==> config.mk <==
export PLATFORM = sky130hd
export DESIGN_NAME = strace_fetch
export DESIGN_NICKNAME = d
export VERILOG_FILES = /design/src/rtl/strace_fetch.sv
export SDC_FILE = /design/constraint.sdc
export NUM_CORES = 1
export LEC_CHECK = 0
export CAP_MARGIN = 20
export CORE_AREA = 2 2 88 90
export DETAILED_ROUTE_END_ITERATION = 10
export DIE_AREA = 0 0 90 92
export PLACE_DENSITY = 0.82
export SYNTH_ARGS = -nofsm -noshare
export SYNTH_HDL_FRONTEND = slang
export SYNTH_SLANG_ARGS = --single-unit
==> constraint.sdc <==
create_clock -name clk -period 8.31 [get_ports clk]
set_clock_uncertainty 0.05 [all_clocks]
set_input_delay 2.0775 -clock clk [delete_from_list [all_inputs] [get_ports clk]]
set_output_delay 2.0775 -clock clk [all_outputs]
set_load 0.005 [all_outputs]
==> src/rtl/strace_fetch.sv <==
// strace_fetch: DTM-side initiator that pulls one trace line out of strace per fetch command.
// Define STRACE_FETCH_MAGIC_CHK_EN to check the magic register (0x12) before every fetch.
module strace_fetch #(
  parameter int POLL_MAX = 16,
  parameter int RESP_TMO = 64
) (
  input  logic        clk,
  input  logic        rst,
  input  logic        fetch_vld,
  output logic        fetch_rdy,
  output logic        req_vld,
  input  logic        req_rdy,
  output logic [1:0]  req_opt_code,
  output logic [6:0]  req_addr,
  output logic [31:0] req_data,
  input  logic        resp_vld,
  output logic        resp_rdy,
  input  logic [1:0]  resp_sta_code,
  input  logic [6:0]  resp_addr,
  input  logic [31:0] resp_data,
  output logic        out_vld,
  input  logic        out_rdy,
  output logic [2:0]  out_idx,
  output logic [31:0] out_data,
  output logic        out_last,
  output logic        done_vld,
  output logic [1:0]  done_sta
);

  localparam int PW = $clog2(POLL_MAX + 1);
  localparam int TW = $clog2(RESP_TMO + 1);
  localparam logic [PW-1:0] POLL_LIM = PW'(POLL_MAX);
  localparam logic [TW-1:0] TMO_LIM  = TW'(RESP_TMO);

  localparam logic [1:0]  OP_RD     = 2'b01;
  localparam logic [1:0]  OP_WR     = 2'b10;
  localparam logic [1:0]  STA_OK    = 2'b00;
  localparam logic [1:0]  STA_EMPTY = 2'b01;
  localparam logic [1:0]  STA_TMO   = 2'b10;
  localparam logic [1:0]  STA_ERR   = 2'b11;
  localparam logic [6:0]  A_CTRL    = 7'h10;
  localparam logic [6:0]  A_STAT    = 7'h11;
  localparam logic [6:0]  A_LINE    = 7'h20;
  localparam logic [31:0] WCR_DATA  = 32'h0000_0003;
  localparam logic [2:0]  LAST_IDX  = 3'd6;

  typedef enum logic [2:0] {
    S_IDLE, S_SR0, S_WCR, S_POLL, S_LINE, S_OUT, S_DONE
`ifdef STRACE_FETCH_MAGIC_CHK_EN
    , S_MAGIC
`endif
  } state_t;

`ifdef STRACE_FETCH_MAGIC_CHK_EN
  localparam logic [6:0]  A_MAGIC    = 7'h12;
  localparam logic [31:0] MAGIC_WORD = 32'hBEAF_CAFE;
  localparam state_t      S_FIRST    = S_MAGIC;
`else
  localparam state_t      S_FIRST    = S_SR0;
`endif

  // A response is rejected on an error code or when it echoes a different address.
  function automatic logic resp_bad(input logic [1:0] sta_code,
                                    input logic [6:0] echo_addr,
                                    input logic [6:0] sent_addr);
    return (sta_code != STA_OK) || (echo_addr != sent_addr);
  endfunction

  state_t          state, state_n;
  logic            wait_ph, wait_n;
  logic [2:0]      idx, idx_n;
  logic [PW-1:0]   poll_cnt, poll_n;
  logic [TW-1:0]   tmo_cnt, tmo_n;
  logic [31:0]     word, word_n;
  logic [1:0]      sta, sta_n;

  logic            req_en;
  logic [1:0]      op;
  logic [6:0]      addr;
  logic [31:0]     wdata;

  always_ff @(posedge clk or posedge rst) begin
    if (rst) begin
      state    <= S_IDLE;
      wait_ph  <= 1'b0;
      idx      <= '0;
      poll_cnt <= '0;
      tmo_cnt  <= '0;
      word     <= '0;
      sta      <= STA_OK;
    end else begin
      state    <= state_n;
      wait_ph  <= wait_n;
      idx      <= idx_n;
      poll_cnt <= poll_n;
      tmo_cnt  <= tmo_n;
      word     <= word_n;
      sta      <= sta_n;
    end
  end

  always_comb begin
    state_n = state;
    wait_n  = wait_ph;
    idx_n   = idx;
    poll_n  = poll_cnt;
    tmo_n   = tmo_cnt;
    word_n  = word;
    sta_n   = sta;
    req_en  = 1'b0;
    op      = OP_RD;
    addr    = A_STAT;
    wdata   = '0;

    case (state)
      S_IDLE: begin
        if (fetch_vld) begin
          state_n = S_FIRST;
          wait_n  = 1'b0;
          idx_n   = '0;
        end
      end
`ifdef STRACE_FETCH_MAGIC_CHK_EN
      S_MAGIC: begin
        req_en = 1'b1;
        addr   = A_MAGIC;
      end
`endif
      S_SR0, S_POLL: req_en = 1'b1;
      S_WCR: begin
        req_en = 1'b1;
        op     = OP_WR;
        addr   = A_CTRL;
        wdata  = WCR_DATA;
      end
      S_LINE: begin
        req_en = 1'b1;
        addr   = A_LINE + {4'b0000, idx};
      end
      // The next line read waits for the consumer, so back-pressure stalls strace traffic.
      S_OUT: begin
        if (out_rdy) begin
          if (idx == LAST_IDX) begin
            state_n = S_DONE;
            sta_n   = STA_OK;
          end else begin
            idx_n   = idx + 3'd1;
            state_n = S_LINE;
          end
        end
      end
      S_DONE:  state_n = S_IDLE;
      default: state_n = S_IDLE;
    endcase

    // Shared REQ/WAIT handshake for every request-issuing state.
    if (req_en) begin
      if (!wait_ph) begin
        if (req_rdy) begin
          wait_n = 1'b1;
          tmo_n  = '0;
        end
      end else if (resp_vld) begin
        wait_n = 1'b0;
        if (resp_bad(resp_sta_code, resp_addr, addr)) begin
          state_n = S_DONE;
          sta_n   = STA_ERR;
        end else begin
          case (state)
`ifdef STRACE_FETCH_MAGIC_CHK_EN
            S_MAGIC: begin
              if (resp_data == MAGIC_WORD) begin
                state_n = S_SR0;
              end else begin
                state_n = S_DONE;
                sta_n   = STA_ERR;
              end
            end
`endif
            S_SR0: begin
              if (resp_data[3]) begin
                state_n = S_DONE;
                sta_n   = STA_EMPTY;
              end else begin
                state_n = S_WCR;
              end
            end
            S_WCR: begin
              state_n = S_POLL;
              poll_n  = '0;
            end
            S_POLL: begin
              if (resp_data[1:0] == 2'b01) begin
                state_n = S_LINE;
                idx_n   = '0;
              end else begin
                poll_n = poll_cnt + PW'(1);
                if (poll_n == POLL_LIM) begin
                  state_n = S_DONE;
                  sta_n   = STA_TMO;
                end
              end
            end
            S_LINE: begin
              word_n  = resp_data;
              state_n = S_OUT;
            end
            default: ;
          endcase
        end
      end else begin
        tmo_n = tmo_cnt + TW'(1);
        if (tmo_n == TMO_LIM) begin
          state_n = S_DONE;
          sta_n   = STA_TMO;
          wait_n  = 1'b0;
        end
      end
    end
  end

  assign fetch_rdy    = (state == S_IDLE);
  assign req_vld      = req_en && !wait_ph;
  assign resp_rdy     = req_en && wait_ph;
  assign req_opt_code = req_vld ? op    : 2'b00;
  assign req_addr     = req_vld ? addr  : 7'h00;
  assign req_data     = req_vld ? wdata : 32'h0;
  assign out_vld      = (state == S_OUT);
  assign out_idx      = idx;
  assign out_data     = word;
  assign out_last     = out_vld && (idx == LAST_IDX);
  assign done_vld     = (state == S_DONE);
  assign done_sta     = done_vld ? sta : STA_OK;

endmodule
==> impl_metrics.csv, run 1 <==
group,metric,value,unit
sta,hold_ws,0.472,ns
cells_and_area,fin_nets,457,
worst_hold_path,min_path_type,"reg -> reg",
place,dp_hpwl,5830,microns
floorplan,std_cell_rows,32,
pwr,ir_worst_vdd,113,uV
place,postPlaceCellArea,4110,sq um
cells_and_area,syn_to_final_growth,30.1,%
cells_and_area,layout-drive-gt1-share,11.8,%
cells_and_area,final_area,4210,sq um
clocking,cts_buffers,5,
pwr,combPwrFrac,37.6,%
route,wl,7470,microns
sta,setup_viol,0,
cells_and_area,nFillCells,671,
critical_path,worstPathArrival,4.92,ns
clocking,hold_buffers,0,
floorplan,core,7450,sq um
sta,tightest_slew,1.06,ns
synthesis,synth_common_cells,"53 x dfrtp_1, 34 x buf_4, 30 x mux2_4",
route,routedWlPerCell,14.7,microns
floorplan,die-width,90,microns
status,status,"completed",
global_route,grt_pass1_wl,12600,microns
clocking,ctsHtreeMaxLevel,2,
critical_path,rr_startpoint,"state[2]",
synthesis,netlist.area_leader.share,41.0,%
global_route,grt_usage,18.5,%
place,place.gp.congestion,0.907,
cells_and_area,diodes,0,
global_route,grt.overflow.total,0,
route,drt-initial-drc-count,136,
synthesis,avgSynthCellArea,10.3,sq um
route,drcViolationCount,0,
clocking,path_clk_slew,0.11,ns
clocking,cts_setup_buffers,0,
synthesis,ys.flop_type,"dfrtp_1",
route,ant_nets,0,
clocking,clock_latency,0.31,ns
global_route,grt_start_max_net_pins,33,
clocking,cts_tree,"built",
critical_path,critPathRequiredTime,8.47,ns
run,maxCapViolCount,0,
sta,fin_ws,3.55,ns
synthesis,synth_cell_types,52,
pwr,clock_power_share,19.2,%
global_route,grt_pass1_vias,2464,
synthesis,syn-cell-area,3230,sq um
sta,max_clock_freq,0.210,GHz
synthesis,synth_top_area_cell,"dfrtp_1",
pwr,pwr_density_cell,188,nW/um^2
sta,slew_violations,0,
critical_path,start_kind,"input port",
floorplan,dieArea,8280,sq um
floorplan,start_util,43.4,%
synthesis,synth_cells,315,
synthesis,synth_warnings,0,
worst_hold_path,worstHoldStart,"out_data[8]",
sta,slew_headroom,29.6,%
critical_path,crit_fanout,32,
sta,finalSetupTns,0,ns
sta,finalHoldViolations,0,
pwr,switchingPower,0.297,mW
sta,period_needed,4.76,ns
critical_path,crit_start,"resp_addr[0]",
clocking,cts.path.max_buffers,2,
synthesis,synth-seq-cells,53,
synthesis,synth.area.top_cells,"dfrtp_1 41%, mux2_4 14%, buf_4 7.9%, nor2_1 3.1%, o21ai_0 3.1%",
route,vias,2576,
clocking,cts_resized,0,
floorplan,chipHeight,92,microns
global_route,antenna_found_initial,0,
sta,rsz0062_at_grt,"no",
place,dp_slack,3.19,ns
pwr,p_sw_share,37.6,%
clocking,cts_root_buf,"clkbuf_8",
floorplan,num_io_pins,131,
pwr,seq_power_share,43.2,%
synthesis,ys_seq_area_share,41.0,%
place,port_buffers,98,
critical_path,end_kind,"flop",
route,first_pass_iters,4,
critical_path,crit_type,"in -> reg",
route,via_per_inst,5.06,
synthesis,synthArstFlopShare,100,%
pwr,internal_power,0.493,mW
clocking,cts_sinks,53,
synthesis,synth_most_common_cell,"dfrtp_1",
pwr,leakagePower,1.96,nW
sta,finalCritPeriodShare,57.2,%
synthesis,synth_edf_count,0,
path summary, 6_finish.rpt:
check / end / slack (ns) / cells after the start
max: out_data[20] / 3.55 / 7
min in group asynchronous: out_data[18] / 2.05 / 2
min: out_data[8] / 0.47 / 1
max reg2reg: out_data[17] / 4.81 / 6
min reg2reg: out_data[8] / 0.47 / 1
max in group asynchronous: wait_ph / 5.61 / 3
power groups by stage:
stage / Sequential, mW / Combinational [mW] / Clock, mW
after global placement: 0.344 / 0.289 / 0
after detailed placement: 0.345 / 0.297 / 0
after CTS: 0.340 / 0.298 / 0.155
final: 0.342 / 0.297 / 0.152
after floorplan: 0.307 / 0.219 / 0
after global routing: 0.349 / 0.332 / 0.165
logic make-up after synthesis:
| family | synth area share (%) |
|---|---|
| xor+xnor | 1.36 |
| fa+ha+maj | 1.55 |
| compound gates | 12.0 |
| simple gates | 16.0 |
| flops | 41.0 |
| buf+inv | 12.3 |
| other cells | 0.116 |
| mux | 15.6 |
layer usage:
| layer | part of all wire, % | vias up | GRT usage [%] |
|---|---|---|---|
| met2 | 49 | 107 | 32.1 |
| met3 | 5.7 | 8 | 3.70 |
| met5 | 0 | - | 0 |
| met1 | 45 | 1241 | 24.3 |
| met4 | 0.67 | 0 | 3.46 |
| li1 | - | 1220 | - |
per-stage QoR:
step	utilization, %	std cells	power, mW
CTS	56.5	509	0.793
detailed placement	55.2	501	0.642
finish	56.5	509	0.790
global placement	54.9	500	0.632
floorplan	-	346	0.525
global route	56.5	509	0.847
critical path, stage by stage:
cell             delay (ns)
clkdlybuf4s50_1        0.55
xor2_1                 0.17
nor2_1                 0.05
o311ai_0               0.47
nand3b_2               0.30
or2_2                  0.85
mux2_2                 0.43
final cells by class:
type	instances	area [sq um]	area share (%)
clock buffer	5	68.8	1.64
clock inverter	3	25.0	0.595
inverter	9	33.8	0.803
multi-input combinational	238	1620	38.6
sequential	53	1330	31.5
tap	102	128	3.03
timing repair buffer	99	1000	23.8
flip-flops by register name (all words and copies together) (netlist names):
register  count
out_idx       3
sta           2
state         3
out_data     32
tmo_cnt       7
poll_cnt      5
wait_ph       1
cells in the final DEF, fill, tap and decap left out, drive strengths merged, types with 5 or more instances in the layout:
cell type	instances
clkdlybuf4s50	98
dfrtp	53
mux2	33
conb	32
nor2	27
nand2	25
o21ai	21
inv	10
nor3	8
nand3	8
a21oi	8
nand2b	6
nor2b	6
and2	5
clkbuf	5
Note: power is estimated with default switching activity, not from simulation.
==> inputs of run 2 (changes only) <==
Settings changed: CORE_AREA 2 2 88 90 to 2 2 89 91, DIE_AREA 0 0 90 92 to 0 0 91 93, PLACE_DENSITY 0.82 to 0.8.
Clock period 8.31 ns to 4.6 ns, I/O delays scaled along.
==> run 2 against run 1 <==
Net effect: first-iteration DRC count down 4.4%; largest power group unchanged; sequential share of layout area down 0.16 points; via count down 1.4%; core utilization down 0.32 points; setup slack worse by 2.5 ns; highest routed layer unchanged; sequential cell count unchanged; critical endpoint is now resp_rdy; routed wire length down 4.1%.
==> impl_metrics.csv, run 2 (same netlist as run 1, synthesis figures left out) <==
group,metric,value,unit
cells_and_area,final_area,4230,sq um
global_route,antenna_found_initial,0,
floorplan,die-width,91,microns
critical_path,worstPathArrival,2.38,ns
route,vias,2541,
sta,finalHoldViolations,0,
sta,finalCritPeriodShare,77.9,%
critical_path,critPathRequiredTime,3.40,ns
cells_and_area,layout_common_cells,"98 x clkdlybuf4s50_1, 53 x dfrtp_1, 32 x conb_1",
clocking,cts_sinks,53,
global_route,grt_pass1_wl,11800,microns
cells_and_area,largest_reg_flops,32,
pwr,power,1.42,mW
pwr,leakagePower,1.96,nW
sta,hold_ws,0.466,ns
status,status,"completed",
route,routedWlPerCell,14.0,microns
cells_and_area,mostFrequentLayoutCell,"clkdlybuf4s50_1",
sta,setup_viol,0,
cells_and_area,layout-drive-gt1-share,12.0,%
sta,period_needed,3.58,ns
sta,slew_violations,0,
sta,tightest_slew,0.575,ns
worst_hold_path,min_path_type,"reg -> reg",
critical_path,start_kind,"flop",
global_route,grt_pass1_vias,2334,
clocking,path_clk_slew,0.09,ns
clocking,cts.path.max_buffers,2,
floorplan,start_util,42.9,%
clocking,cts_root_buf,"clkbuf_8",
floorplan,chipHeight,93,microns
place,dp_hpwl,5400,microns
place,postPlaceCellArea,4140,sq um
critical_path,r2r_slack,1.56,ns
clocking,hold_buffers,0,
global_route,grt_start_max_net_pins,42,
floorplan,core,7530,sq um
route,wl,7170,microns
pwr,pwr_density_cell,335,nW/um^2
route,drcViolationCount,0,
clocking,cts_resized,0,
cells_and_area,syn_to_final_growth,30.8,%
place,place.gp.congestion,0.890,
critical_path,end_kind,"output pin",
global_route,grt_usage,17.2,%
floorplan,std_cell_rows,32,
sta,finalSetupTns,0,ns
clocking,cts_tree,"built",
critical_path,crit_type,"reg -> out",
sta,slew_headroom,61.2,%
cells_and_area,nFillCells,673,
pwr,ir_worst_vdd,303,uV
global_route,grt.overflow.total,0,
sta,rsz0062_at_grt,"no",
route,drt-initial-drc-count,130,
critical_path,crit_fanout,18,
cells_and_area,diodes,0,
route,via_per_inst,4.97,
route,first_pass_iters,4,
clocking,clock_latency,0.30,ns
place,port_buffers,98,
sta,max_clock_freq,0.279,GHz
cells_and_area,fin_nets,459,
floorplan,num_io_pins,131,
run,maxCapViolCount,0,
route,ant_nets,0,
floorplan,dieArea,8460,sq um
clocking,cts_setup_buffers,0,
clocking,cts_buffers,5,
clocking,ctsHtreeMaxLevel,2,
## run 2: changes by cell type in the layout (fill, tap and decap cells not counted), sizes merged
| cell | change |
|---|---|
| buf | +2 |
| clkinvlp | +1 |
| clkbuf | +1 |
| inv | -1 |
| clkinv | -1 |
## run 2: area by class of cell
| class | count | area [sq um] | share of cell area [%] |
|---|---|---|---|
| sequential | 53 | 1330 | 31.4 |
| tap | 102 | 128 | 3.02 |
| timing repair buffer | 101 | 1030 | 24.3 |
| clock buffer | 6 | 72.6 | 1.72 |
| clock inverter | 2 | 15.0 | 0.355 |
| inverter | 9 | 33.8 | 0.799 |
| multi-input combinational | 238 | 1620 | 38.4 |
## run 2: worst paths after layout
check                                   from      endpoint  cells past startpoint
worst max-delay path                state[0]      resp_rdy                      4
worst min-delay path            out_data[22]  out_data[22]                      1
worst max register to register      state[0]   out_data[1]                      7
worst min register to register  out_data[22]  out_data[22]                      1
max in group asynchronous                rst        sta[1]                      3
min in group asynchronous                rst  out_data[16]                      2
## run 2: per-stage QoR
step                      setup slack [ns]  instances  util (%)
after floorplan                       1.74        346         -
after global placement               0.976        502      54.7
after detailed placement             0.902        503      55.0
after CTS                             1.05        511      56.2
after global routing                 0.890        511      56.2
final                                 1.02        511      56.2
## run 2: worst max-delay path, cell delays in order, from the launching register on
cell	delay, ns
dfrtp_1	0.57
nor2_1	0.49
xor2_1	0.19
nor2_1	0.27
clkdlybuf4s50_1	0.56
## run 2: routing by layer
metal,vias up,global-route usage (%),part of all wire [%]
li1,1229,-,-
met1,1215,23.5,45
met2,95,28.6,48
met3,2,3.95,6.5
met4,0,2.65,0.27
met5,-,0,0
## run 2: where the power goes
group	switching [mW]	internal (mW)
sequential	0.0910	0.504
combinational	0.279	0.281
clock	0.153	0.108
